<file path="config.mk">
export PLATFORM = sky130hd
export DESIGN_NAME = pipe_hazard_ctrl_flat
export DESIGN_NICKNAME = d
export VERILOG_FILES = /design/src/rtl/pipe_hazard_ctrl_if.sv /design/src/rtl/pipe_hazard_ctrl.sv /design/src/flat_wrapper.sv
export SDC_FILE = /design/constraint.sdc
export NUM_CORES = 1
export LEC_CHECK = 0
export CORE_MARGIN = 3
export CORE_UTILIZATION = 48
export CTS_CLUSTER_DIAMETER = 120
export DETAILED_ROUTE_END_ITERATION = 8
export PLACE_DENSITY_LB_ADDON = 0.1
export SYNTH_ARGS = -nofsm -noshare
export SYNTH_HDL_FRONTEND = slang
export SYNTH_SLANG_ARGS = --single-unit
</file>
<file path="constraint.sdc">
create_clock -name clk_i -period 5.55 [get_ports clk_i]
set_input_delay 0.555 -clock clk_i [delete_from_list [all_inputs] [get_ports clk_i]]
set_output_delay 0.555 -clock clk_i [all_outputs]
set_load 0.02 [all_outputs]
</file>
<file path="src/rtl/pipe_hazard_ctrl_if.sv">
// Pipeline-side bundle for the hazard controller.
// Ports (master = pipeline side, slave = controller):
//   ID/EX/MEM/WB stage fields into the controller;
//   stall/flush controls, sticky timeout flag and performance counters out.
interface pipe_hazard_ctrl_if #(
  parameter int unsigned CNT_W = 32
);
  logic [4:0]       id_rs1;
  logic [4:0]       id_rs2;
  logic             id_rs1_used;
  logic             id_rs2_used;
  logic [4:0]       ex_wr;
  logic             ex_rf_we;
  logic             ex_is_load;
  logic             ex_redirect;
  logic             mem_busy;
  logic             wb_have_inst;

  logic             pc_stall;
  logic             if_id_stall;
  logic             if_id_flush;
  logic             id_ex_stall;
  logic             id_ex_flush;
  logic             ex_mem_stall;
  logic             mem_wb_flush;
  logic             err_timeout;
  logic [CNT_W-1:0] retired_cnt;
  logic [CNT_W-1:0] stall_cnt;
  logic [CNT_W-1:0] flush_cnt;

  modport master (
    output id_rs1, id_rs2, id_rs1_used, id_rs2_used, ex_wr, ex_rf_we,
           ex_is_load, ex_redirect, mem_busy, wb_have_inst,
    input  pc_stall, if_id_stall, if_id_flush, id_ex_stall, id_ex_flush,
           ex_mem_stall, mem_wb_flush, err_timeout, retired_cnt, stall_cnt,
           flush_cnt
  );

  modport slave (
    input  id_rs1, id_rs2, id_rs1_used, id_rs2_used, ex_wr, ex_rf_we,
           ex_is_load, ex_redirect, mem_busy, wb_have_inst,
    output pc_stall, if_id_stall, if_id_flush, id_ex_stall, id_ex_flush,
           ex_mem_stall, mem_wb_flush, err_timeout, retired_cnt, stall_cnt,
           flush_cnt
  );
endinterface

</file>
<file path="src/rtl/pipe_hazard_ctrl.sv">
// Pipeline sequencing controller for the 5-stage miniRV core.
// Produces hold/clear controls for PC and the four pipeline registers from
// load-use hazards, EX redirects and data-memory wait states, and keeps
// saturating retire/stall/flush counters plus a sticky memory-timeout flag.
// Ports:
//   clk_i  - core clock, rising edge
//   rst_i  - synchronous reset, active-high (controls forced low while high)
//   bus    - pipe_hazard_ctrl_if.slave: stage fields in, controls/counters out
module pipe_hazard_ctrl #(
  parameter int unsigned CNT_W       = 32,
  parameter int unsigned MEM_TIMEOUT = 15
) (
  input  logic                clk_i,
  input  logic                rst_i,
  pipe_hazard_ctrl_if.slave   bus
);

  localparam int unsigned WAIT_W = 8;

  typedef enum logic [1:0] {
    ST_RUN       = 2'd0,
    ST_LU_BUBBLE = 2'd1,
    ST_MEM_WAIT  = 2'd2
  } state_e;

  state_e              state_q, state_d;
  logic [WAIT_W-1:0]   wait_q, wait_d;
  logic                err_q, err_d;
  logic [CNT_W-1:0]    ret_q, ret_d;
  logic [CNT_W-1:0]    stall_q, stall_d;
  logic [CNT_W-1:0]    flush_q, flush_d;

  logic lu;
  logic pc_stall, if_id_stall, if_id_flush, id_ex_stall, id_ex_flush;
  logic ex_mem_stall, mem_wb_flush, redirect_evt;

  // Load in EX whose destination is read by the instruction in ID
  assign lu = bus.ex_is_load & bus.ex_rf_we & (bus.ex_wr != 5'd0) &
              ((bus.id_rs1_used & (bus.id_rs1 == bus.ex_wr)) |
               (bus.id_rs2_used & (bus.id_rs2 == bus.ex_wr)));

  // Next state and controls; priority mem_busy > ex_redirect > lu
  always_comb begin
    state_d      = state_q;
    pc_stall     = 1'b0;
    if_id_stall  = 1'b0;
    if_id_flush  = 1'b0;
    id_ex_stall  = 1'b0;
    id_ex_flush  = 1'b0;
    ex_mem_stall = 1'b0;
    mem_wb_flush = 1'b0;
    redirect_evt = 1'b0;
    if (rst_i) begin
      state_d = ST_RUN;
    end else if (bus.mem_busy) begin
      pc_stall     = 1'b1;
      if_id_stall  = 1'b1;
      id_ex_stall  = 1'b1;
      ex_mem_stall = 1'b1;
      mem_wb_flush = 1'b1;
      state_d      = ST_MEM_WAIT;
    end else if (bus.ex_redirect) begin
      if_id_flush  = 1'b1;
      id_ex_flush  = 1'b1;
      redirect_evt = 1'b1;
      state_d      = ST_RUN;
    end else if (lu && (state_q != ST_LU_BUBBLE)) begin
      // EX already holds the bubble in LU_BUBBLE, so lu is not re-taken there
      pc_stall    = 1'b1;
      if_id_stall = 1'b1;
      id_ex_flush = 1'b1;
      state_d     = ST_LU_BUBBLE;
    end else begin
      state_d = ST_RUN;
    end
  end

  // Wait counter, sticky timeout and saturating performance counters
  always_comb begin
    wait_d  = '0;
    err_d   = err_q;
    ret_d   = ret_q;
    stall_d = stall_q;
    flush_d = flush_q;
    if ((state_q == ST_MEM_WAIT) && bus.mem_busy) begin
      wait_d = (&wait_q) ? wait_q : wait_q + WAIT_W'(1);
      if (wait_d >= WAIT_W'(MEM_TIMEOUT)) err_d = 1'b1;
    end
    if (bus.wb_have_inst && !mem_wb_flush && !(&ret_q)) ret_d = ret_q + CNT_W'(1);
    if (pc_stall && !(&stall_q)) stall_d = stall_q + CNT_W'(1);
    if (redirect_evt && !(&flush_q)) flush_d = flush_q + CNT_W'(1);
  end

  // State register
  always_ff @(posedge clk_i) begin
    if (rst_i) begin
      state_q <= ST_RUN;
      wait_q  <= '0;
      err_q   <= 1'b0;
      ret_q   <= '0;
      stall_q <= '0;
      flush_q <= '0;
    end else begin
      state_q <= state_d;
      wait_q  <= wait_d;
      err_q   <= err_d;
      ret_q   <= ret_d;
      stall_q <= stall_d;
      flush_q <= flush_d;
    end
  end

  assign bus.pc_stall     = pc_stall;
  assign bus.if_id_stall  = if_id_stall;
  assign bus.if_id_flush  = if_id_flush;
  assign bus.id_ex_stall  = id_ex_stall;
  assign bus.id_ex_flush  = id_ex_flush;
  assign bus.ex_mem_stall = ex_mem_stall;
  assign bus.mem_wb_flush = mem_wb_flush;
  assign bus.err_timeout  = err_q;
  assign bus.retired_cnt  = ret_q;
  assign bus.stall_cnt    = stall_q;
  assign bus.flush_cnt    = flush_q;

endmodule

</file>
<file path="src/flat_wrapper.sv">
// flat-port wrapper written by rule: the top's interface ports become plain ports
module pipe_hazard_ctrl_flat 
#(
  parameter int unsigned CNT_W       = 32,
  parameter int unsigned MEM_TIMEOUT = 15
)
  (clk_i, rst_i, bus_id_rs1, bus_id_rs2, bus_id_rs1_used, bus_id_rs2_used, bus_ex_wr, bus_ex_rf_we, bus_ex_is_load, bus_ex_redirect, bus_mem_busy, bus_wb_have_inst, bus_pc_stall, bus_if_id_stall, bus_if_id_flush, bus_id_ex_stall, bus_id_ex_flush, bus_ex_mem_stall, bus_mem_wb_flush, bus_err_timeout, bus_retired_cnt, bus_stall_cnt, bus_flush_cnt);
  pipe_hazard_ctrl_if #(.CNT_W(CNT_W)) bus_i ();
  input  logic clk_i;
  input  logic rst_i;
  input wire logic [$bits(bus_i.id_rs1)-1:0] bus_id_rs1;
  input wire logic [$bits(bus_i.id_rs2)-1:0] bus_id_rs2;
  input wire logic [$bits(bus_i.id_rs1_used)-1:0] bus_id_rs1_used;
  input wire logic [$bits(bus_i.id_rs2_used)-1:0] bus_id_rs2_used;
  input wire logic [$bits(bus_i.ex_wr)-1:0] bus_ex_wr;
  input wire logic [$bits(bus_i.ex_rf_we)-1:0] bus_ex_rf_we;
  input wire logic [$bits(bus_i.ex_is_load)-1:0] bus_ex_is_load;
  input wire logic [$bits(bus_i.ex_redirect)-1:0] bus_ex_redirect;
  input wire logic [$bits(bus_i.mem_busy)-1:0] bus_mem_busy;
  input wire logic [$bits(bus_i.wb_have_inst)-1:0] bus_wb_have_inst;
  output wire logic [$bits(bus_i.pc_stall)-1:0] bus_pc_stall;
  output wire logic [$bits(bus_i.if_id_stall)-1:0] bus_if_id_stall;
  output wire logic [$bits(bus_i.if_id_flush)-1:0] bus_if_id_flush;
  output wire logic [$bits(bus_i.id_ex_stall)-1:0] bus_id_ex_stall;
  output wire logic [$bits(bus_i.id_ex_flush)-1:0] bus_id_ex_flush;
  output wire logic [$bits(bus_i.ex_mem_stall)-1:0] bus_ex_mem_stall;
  output wire logic [$bits(bus_i.mem_wb_flush)-1:0] bus_mem_wb_flush;
  output wire logic [$bits(bus_i.err_timeout)-1:0] bus_err_timeout;
  output wire logic [$bits(bus_i.retired_cnt)-1:0] bus_retired_cnt;
  output wire logic [$bits(bus_i.stall_cnt)-1:0] bus_stall_cnt;
  output wire logic [$bits(bus_i.flush_cnt)-1:0] bus_flush_cnt;
  assign bus_i.id_rs1 = bus_id_rs1;
  assign bus_i.id_rs2 = bus_id_rs2;
  assign bus_i.id_rs1_used = bus_id_rs1_used;
  assign bus_i.id_rs2_used = bus_id_rs2_used;
  assign bus_i.ex_wr = bus_ex_wr;
  assign bus_i.ex_rf_we = bus_ex_rf_we;
  assign bus_i.ex_is_load = bus_ex_is_load;
  assign bus_i.ex_redirect = bus_ex_redirect;
  assign bus_i.mem_busy = bus_mem_busy;
  assign bus_i.wb_have_inst = bus_wb_have_inst;
  assign bus_pc_stall = bus_i.pc_stall;
  assign bus_if_id_stall = bus_i.if_id_stall;
  assign bus_if_id_flush = bus_i.if_id_flush;
  assign bus_id_ex_stall = bus_i.id_ex_stall;
  assign bus_id_ex_flush = bus_i.id_ex_flush;
  assign bus_ex_mem_stall = bus_i.ex_mem_stall;
  assign bus_mem_wb_flush = bus_i.mem_wb_flush;
  assign bus_err_timeout = bus_i.err_timeout;
  assign bus_retired_cnt = bus_i.retired_cnt;
  assign bus_stall_cnt = bus_i.stall_cnt;
  assign bus_flush_cnt = bus_i.flush_cnt;
  pipe_hazard_ctrl #(.CNT_W(CNT_W), .MEM_TIMEOUT(MEM_TIMEOUT)) u_core (.clk_i(clk_i), .rst_i(rst_i), .bus(bus_i));
endmodule
</file>
==> metrics, run 1 <==
status=completed; Post-CTS Hold Fix Bufs=0; Synth area leader=dfxtp_1; vias in the first global route=between 4000 and 5000; max layer used=met4; Setup WS post-layout=approximately 2 ns; setup bufs post-CTS=0; Layout area overhead=28.1%; CTS clk-pin slew, worst paths=~0.10 ns; Die Wd=~110 µm; GRT overflow=0; flops & latches, synth=roughly 110; RSZ-0062 raised after global routing=false; post-detail-place hpwl=~9000 µm; ys flop type=dfxtp_1; met3 wire length=~840 µm; worst skew pair latency=about 0.38 ns; Slew @ Worst Pin=0.750 ns; port buffer count=between 100 and 150; chip height=roughly 110 µm; die area=between 10000 and 15000 µm²; Final Skew=between 0.01 and 0.015 ns; Critical Path RT=approximately 5.0 ns; Post-Syn Instances=~630; DP Worst Slack=between 2 and 2.5 ns; final net count=767; maximum VDD drop=about 0.21 mV; HP Class=register to register; Longest Clk Path Bufs=2; Tot Pwr=roughly 1.3 mW; wl on met1=roughly 5700 µm; Initial Utilization=0.500; synth top area cells=dfxtp_1 (41%), xor2_1 (8.0%), nor2_1 (7.3%); Vias=around 4800; final core occ=0.641; post-cts sizing count=0; root buffer cell=clkbuf_8; wire per inst=14.2 µm; share of cells above drive strength 1=0.0430; post-route minimum period=between 3 and 4 ns; CTS sink count=~110; Power per Cell Area=around 200 nW/µm²; Critical Path End Type=primary output; GP Congestion=0.837; Setup violations, final=0; asr flop ratio synth=0; Total GRT Usage=0.206; Seq/Total Area, Yosys=0.407; fmax=284 MHz; Post-synth EDFFs=0; Worst slew margin=0.496; CTS buffer count=9; Std-Cell Core Area=about 11000 µm²; Syn Std Cell Area=approximately 5300 µm²; period utilization=0.635; DR iter-0 viols=between 200 and 300; critical path class=primary input to primary output; CP max FO=20; average cell area after synthesis=8.40 µm²; WHS Path Cells=2; cell row count=37; reg2reg path depth=8; syn nets=between 600 and 700; routed length on met2=between 5000 and 6000 µm; CTS H-tree depth=3; max_cap viols=0; top-area cell type share of the netlist area=0.407; P_leak=approximately 2.3 nW; post-placement cell count=between 800 and 900; Boundary Pins=128; Via-to-Cell Ratio=around 5.4; Ant. Diodes=0; final WL=12500 µm; final antenna-violating net count=0; initial antenna violation count=0; Startpoint Class=primary input; CP arrival=between 2 and 3 ns; yosys warns=0; Final Hold Viols=0; setup tns final=0 ns; pins over their slew limit=0; pin count of the biggest net entering global routing=77; 1st-pass router iterations=4; CTS tree=done; Layout Cells excl Fill=a little under 900; Unique masters post-synth=52; global-route wire length before repair=roughly 21000 µm; detailed-route DRC error count=0
## synth_stat cells, types with 4 or more instances
| library cell | instances |
|---|---|
| nor3_1 | 13 |
| xor2_1 | 48 |
| and3_1 | 26 |
| nor2_1 | 102 |
| and4_1 | 17 |
| nor2b_1 | 5 |
| or4_1 | 8 |
| dfxtp_1 | 107 |
| ha_1 | 4 |
| nand3_1 | 41 |
| mux2i_1 | 4 |
| nand4_1 | 34 |
| xnor2_1 | 37 |
| clkbuf_1 | 15 |
| o31ai_1 | 6 |
| a21oi_1 | 23 |
| buf_4 | 4 |
| o21ai_1 | 6 |
| nand2_1 | 48 |
| inv_1 | 13 |
| o21ai_0 | 9 |
| or3_1 | 12 |
## per-stage QoR
step,cell area (µm²),hold WS (ns)
2_1_floorplan,5260,0.519
3_3_place_gp,6550,0.465
3_5_place_dp,6550,0.476
4_1_cts,6740,0.492
5_1_grt,6740,0.530
6_report,6740,0.489
## layout by cell type, fill, tap and decap left out, drive strengths merged, types with 2 or more instances in the layout
master and instances:
o31ai 6, xor2 48, nand2b 3, and2 4, a311oi 2, nand2 50, nor2 102, dfxtp 107
nand3b 2, mux2i 4, or3 12, nor4 3, a21oi 24, clkinv 5, and4 17, inv 15
nor3 15, clkbuf 9, nand4 35, nand3 44, ha 4, buf 2, xnor2 37, or4 8
clkdlybuf4s50 126, and3 26, o21ai 16, nor2b 5
## power breakdown
group          internal (mW)  leakage, nW  switching (mW)  total [mW]
Sequential             0.771        0.863         0.00483       0.776
Combinational         0.0381         1.35          0.0444      0.0825
Clock                  0.172       0.0972           0.284       0.456
Total                  0.981         2.31           0.333        1.31
## cells by family after synthesis
kind of cell / after synthesis / share of synthesized area
buffers and inverters: 39 / 0.0388
adders and majority gates: 4 / 0.00952
AOI/OAI and AO/OA: 54 / 0.0605
and+or+nand+nor: 332 / 0.332
muxes: 5 / 0.00976
xor gates and xnor gates: 85 / 0.142
DFF: 107 / 0.407
## critical path, cell delays in order
cell and delay [ns]:
clkdlybuf4s50_1 0.55, xnor2_1 0.14, nand4_1 0.11, o22ai_1 0.27, a31o_2 0.50, nor2b_1 0.22, clkdlybuf4s50_1 0.62
## layer usage
metal	global-route usage	vias to the layer above
li1	-	2405
met1	0.263	2235
met2	0.341	132
met3	0.0710	2
met4	0.0427	0
met5	0	-
## cell type report
type,count,area (µm²)
timing repair buffer,128,1280
fill,922,3770
multi-input combinational,480,2910
inverter,13,48.8
sequential,107,2140
clock buffer,9,124
clock inverter,7,62.6
tap,136,170
## path summary, 6_finish.rpt
| check | from | endpoint | slack [ns] |
|---|---|---|---|
| max | bus_ex_wr[1] | bus_pc_stall | 2.02 |
| min | u_core.bus.err_timeout$_SDFFE_PP0P_ | u_core.bus.err_timeout$_SDFFE_PP0P_ | 0.49 |
| max reg2reg | u_core.bus.stall_cnt[0]$_SDFFE_PP0P_ | u_core.bus.stall_cnt[14]$_SDFFE_PP0P_ | 2.61 |
| min reg2reg | u_core.bus.err_timeout$_SDFFE_PP0P_ | u_core.bus.err_timeout$_SDFFE_PP0P_ | 0.49 |
## sequential cells by signal, indices dropped and copies added (netlist names)
| signal | flops |
|---|---|
| u_core.bus.err_timeout | 1 |
| u_core.bus.flush_cnt | 32 |
| u_core.bus.retired_cnt | 32 |
| u_core.bus.stall_cnt | 32 |
| u_core.state_q | 2 |
| u_core.wait_q | 8 |
Note: power is estimated with default switching activity, not from simulation.
==> inputs of run 2 (changes only) <==
==> constraint.sdc (replaced) <==
create_clock -name clk_i -period 3.25 [get_ports clk_i]
set_input_delay 0.325 -clock clk_i [delete_from_list [all_inputs] [get_ports clk_i]]
set_output_delay 0.325 -clock clk_i [all_outputs]
set_load 0.02 [all_outputs]
==> run 2 against run 1 <==
Critical path depth unchanged. Count of clock-buffer cells in the layout increased by 2. First-iteration DRC count shrank 27%. Worst hold slack got worse by 0.16 ns. Sequential share of layout area rose by 0.071 points. Largest cell class unchanged. Setup slack lost 1.6 ns. Cell count grew 0.11%. Combinational power increased by 72%. Highest routed layer unchanged. Sequential power is 71% higher. Power increased by 64%.
==> metrics, run 2 (synthesis gave the netlist of run 1 again) <==
setup slack, reg-to-reg=between 0.6 and 0.7 ns; port buffer count=between 100 and 150; post-cts sizing count=0; most common cell after layout, fill and taps aside=clkdlybuf4s50_1; CP arrival=2.50 ns; maximum VDD drop=about 0.33 mV; final net count=770; final core occ=0.639; multi-input logic area=about 2900 µm²; min-delay src=rst_i; RSZ-0062 raised after global routing=false; CTS sink count=roughly 110; Tot Pwr=roughly 2.2 mW; setup tns final=0 ns; 1st-pass router iterations=4; DR iter-0 viols=just under 200; Boundary Pins=128; HP Class=primary input to register; r2r startpoint=u_core.bus.stall_cnt[0]$_SDFFE_PP0P_; pins over their slew limit=0; final WL=about 12000 µm; Std-Cell Core Area=10500 µm²; CTS clk-pin slew, worst paths=0.09 ns; detailed-route DRC error count=0; post-route minimum period=approximately 2.8 ns; CTS buffer count=9; final antenna-violating net count=0; CTS tree=done; fmax=approximately 350 MHz; Initial Utilization=0.500; critical path class=primary input to primary output; Layout area overhead=27.8%; Post-CTS Hold Fix Bufs=0; post-placement cell count=approximately 870; GRT overflow=0; vias in the first global route=roughly 4400; Die Wd=approximately 110 µm; Seq. cell area=roughly 2100 µm²; P_leak=2.30 nW; Slew @ Worst Pin=about 0.74 ns; setup bufs post-CTS=0; WHS Path Cells=2; worst hold slack=around 0.33 ns; Layout Cells excl Fill=between 800 and 900; Critical Path End Type=primary output; Final Hold Viols=0; Longest Clk Path Bufs=2; period utilization=0.870; Vias=approximately 4800; pin count of the biggest net entering global routing=44; Setup WS post-layout=around 0.42 ns; reg2reg path depth=9; cell row count=37; chip height=111 µm; GP Congestion=about 0.86; status=completed; Setup violations, final=0; worst skew pair latency=roughly 0.36 ns; DP Area=6570 µm²; Ant. Diodes=0; WHS Endpoint=u_core.bus.stall_cnt[13]$_SDFFE_PP0P_; Startpoint Class=primary input; Worst slew margin=0.502; most frequent cells in the layout=clkdlybuf4s50_1 (126), dfxtp_1 (107), nor2_1 (102); final instance area=a little under 7000 µm²; CP max FO=3; die area=12200 µm²; global-route wire length before repair=roughly 21000 µm; DP Worst Slack=about 0.4 ns; Final Skew=between 0.009 and 0.01 ns; share of cells above drive strength 1=0.0416; max_cap viols=0; initial antenna violation count=0; RR Endpoint=u_core.bus.stall_cnt[8]$_SDFFE_PP0P_; wire per inst=~14 µm; post-detail-place hpwl=roughly 9000 µm; Critical Path RT=~2.9 ns; Power per Cell Area=321 nW/µm²; CTS H-tree depth=3; Via-to-Cell Ratio=5.42; root buffer cell=clkbuf_8; Total GRT Usage=0.199; fillers=933
run 2: where the power goes:
part / switching [mW] / internal (mW)
Sequential: 0.00833 / 1.32
Combinational: 0.0751 / 0.0667
Clock: 0.420 / 0.269
Total: 0.503 / 1.65
run 2: critical path: stages:
cell             delay [ns]
clkdlybuf4s50_1        0.55
xnor2_1                0.14
nand4_1                0.12
o22ai_1                0.34
a31o_2                 0.24
nor2b_1                0.16
clkdlybuf4s50_1        0.62
run 2: layer usage:
metal  global-route usage  wire (µm)  vias up
li1                     -          -     2408
met2                0.323       5720      111
met5                    0          0        -
met1                0.265       5830     2248
met4               0.0443        103        0
met3               0.0557        707        8
run 2: layout make-up:
type,count,area share
clock inverter,3,0.00261
sequential,107,0.319
tap,136,0.0253
clock buffer,11,0.0195
multi-input combinational,480,0.433
timing repair buffer,131,0.193
inverter,13,0.00726
run 2: worst max path at each step:
stage	startpoint	endpoint	slack, ns	cells after the start
floorplan	u_core.bus.stall_cnt[0]$_SDFFE_PP0P_	u_core.bus.stall_cnt[14]$_SDFFE_PP0P_	0.78	10
global placement	bus_ex_wr[1]	bus_if_id_stall	0.48	7
detailed placement	bus_ex_wr[2]	u_core.bus.stall_cnt[17]$_SDFFE_PP0P_	0.40	9
CTS	bus_ex_wr[0]	bus_pc_stall	0.40	7
global route	bus_ex_wr[0]	bus_if_id_stall	0.33	7
finish	bus_ex_wr[2]	bus_pc_stall	0.42	7
==> inputs of run 3 (changes only) <==
--- a/config.mk
+++ b/config.mk
@@ -5,11 +5,12 @@
 export SDC_FILE = /design/constraint.sdc
 export NUM_CORES = 1
 export LEC_CHECK = 0
+export ABC_AREA = 1
 export CORE_MARGIN = 3
-export CORE_UTILIZATION = 48
+export CORE_UTILIZATION = 53
 export CTS_CLUSTER_DIAMETER = 120
 export DETAILED_ROUTE_END_ITERATION = 8
-export PLACE_DENSITY_LB_ADDON = 0.1
+export PLACE_DENSITY = 0.81
 export SYNTH_ARGS = -nofsm -noshare
 export SYNTH_HDL_FRONTEND = slang
 export SYNTH_SLANG_ARGS = --single-unit
==> run 3 against run 2 <==
Design area rose by 25%. Clock power grew 48%. Wire length rose by 40%. Utilization rose by 4.3 points. Critical path type unchanged. Sequential power about the same. Count of clock-buffer cells in the layout unchanged. Non-clock buffer count is 2 higher. Die area grew 16%.
==> metrics, run 3 <==
status=completed; DR iter-0 viols=between 500 and 600; max incr delay on CP=between 0.6 and 0.7 ns; CTS H-tree depth=3; RSZ-0062 raised after global routing=false; synth top area cells=dfxtp_1 (32%), nand2_1 (21%), nor2_1 (8.1%); Final Skew=just under 0.01 ns; Post-synth top cells=nand2_1 (374), nor2_1 (146), inv_1 (117); final net count=around 1200; worst skew pair latency=0.35 ns; setup tns final=0 ns; HP Class=register to register; final WL=17300 µm; Power per Cell Area=between 300 and 400 nW/µm²; final antenna-violating net count=0; ys flop type=dfxtp_1; CTS sink count=107; Boundary Pins=around 130; WHS Path Cells=2; yosys warns=0; Die Wd=between 100 and 150 µm; port buffer count=127; DP Worst Slack=approximately 0.75 ns; Vias=about 7000; critical path class=primary input to primary output; average cell area after synthesis=6.16 µm²; Post-synth EDFFs=0; Tot Pwr=between 2 and 3 mW; asr flop ratio synth=0; CP max FO=4; post-detail-place hpwl=between 10000 and 15000 µm; DP Area=a little over 8000 µm²; period utilization=0.769; GRT overflow=0; Setup WS post-layout=around 0.75 ns; CP arrival=roughly 2.2 ns; 1st-pass router iterations=5; worst path cell trace=clkdlybuf4s50_1, inv_1, nand2_1, nand2_1, nor2_1, nand3_1, nand2_1, nand3_1, nand2_2, clkdlybuf4s50_1; Worst slew margin=0.523; share of cells above drive strength 1=0.0575; CTS buffer count=9; cell row count=40; fmax=~400 MHz; worst hold slack=slightly below 0.5 ns; Final Hold Viols=0; P_leak=approximately 3.3 nW; top-area cell type share of the netlist area=0.316; Critical Path RT=2.92 ns; final instance area=between 8000 and 9000 µm²; most frequent cell after synthesis=nand2_1; die area=between 10000 and 15000 µm²; Most Frequent Cell on Critical Path=nand2_1; fillers=approximately 1100; Setup violations, final=0; most frequent cells in the layout=nand2_1 (374), nor2_1 (146), clkdlybuf4s50_1 (126); most common cell after layout, fill and taps aside=nand2_1; initial antenna violation count=0; Crit path depth=10; Seq/Total Area, Yosys=0.316; CP Buf/Inv Count=3; root buffer cell=clkbuf_16; Via-to-Cell Ratio=around 5.1; Longest Clk Path Bufs=2; reg2reg path depth=11; max_cap viols=0; Slew @ Worst Pin=roughly 0.7 ns; GP Congestion=approximately 1.0; post-cts sizing count=0; syn nets=approximately 1100; Post-Syn Instances=1100; maximum VDD drop=~0.33 mV; wire per inst=12.5 µm; Initial Utilization=0.553; Startpoint Class=primary input; Syn Std Cell Area=a little under 7000 µm²; pins over their slew limit=0; vias in the first global route=6564; detailed-route DRC error count=0; Crit path max-delay family=buffers and inverters; Post-CTS Hold Fix Bufs=0; setup bufs post-CTS=0; Synth area leader=dfxtp_1; CTS clk-pin slew, worst paths=around 0.07 ns; Unique masters post-synth=35; pin count of the biggest net entering global routing=54; flops & latches, synth=about 110; Std-Cell Core Area=12300 µm²; Ant. Diodes=0; post-route minimum period=between 2 and 2.5 ns; Total GRT Usage=0.249; Layout area overhead=23.4%; CTS tree=done; Crit-path slowest cell=clkdlybuf4s50_1; chip height=119 µm; global-route wire length before repair=29800 µm; Critical Path End Type=primary output
run 3: area by class of cell:
type | instances | area [µm²] | share of cell area
clock buffer | 11 | 243 | 0.0290
clock inverter | 4 | 27.5 | 0.00329
inverter | 128 | 482 | 0.0576
multi-input combinational | 834 | 3950 | 0.472
sequential | 107 | 2140 | 0.256
tap | 168 | 210 | 0.0251
timing repair buffer | 133 | 1310 | 0.157
run 3: cell families (layout without fill, tap and decap cells):
| family | Yosys count | in the layout | share of synthesized area |
|---|---|---|---|
| buf+inv | 159 | 276 | 0.101 |
| fa+ha+maj | 4 | 4 | 0.00738 |
| simple gates | 685 | 685 | 0.439 |
| compound gates | 97 | 97 | 0.0749 |
| flops | 107 | 107 | 0.316 |
| xor+xnor | 48 | 48 | 0.0620 |
run 3: worst min-delay path, delay by kind of cell, from the launching register on:
kind | cells | cell delay (ns)
DFF | 1 | 0.33
and+or+nand+nor | 2 | 0.11
run 3: per-layer routing:
layer / part of all wire / vias to the layer above / GRT usage
li1: - / 3662 / -
met1: 0.45 / 3207 / 0.324
met2: 0.48 / 193 / 0.422
met3: 0.054 / 25 / 0.0532
met4: 0.016 / 0 / 0.0594
met5: 0 / - / 0
run 3: metrics by stage:
step,std cells,util
after global routing,1385,0.682
final,1385,0.682
after detailed placement,1370,0.660
after CTS,1385,0.682
after floorplan,1100,-
after global placement,1370,0.660
run 3: report_power, final:
part	internal, mW	leakage, nW	switching [mW]	total, mW
clock	0.536	0.124	0.489	1.02
combinational	0.0631	2.28	0.106	0.169
sequential	1.32	0.862	0.00662	1.32
total	1.91	3.26	0.601	2.52
run 3: final timing paths:
path,endpoint,from,slack (ns)
worst max-delay path,bus_pc_stall,bus_ex_wr[1],0.75
worst min-delay path,u_core.bus.err_timeout$_SDFFE_PP0P_,u_core.bus.err_timeout$_SDFFE_PP0P_,0.48
worst max register to register,u_core.bus.retired_cnt[6]$_SDFFE_PP0P_,u_core.bus.retired_cnt[0]$_SDFFE_PP0P_,0.86
worst min register to register,u_core.bus.err_timeout$_SDFFE_PP0P_,u_core.bus.err_timeout$_SDFFE_PP0P_,0.48
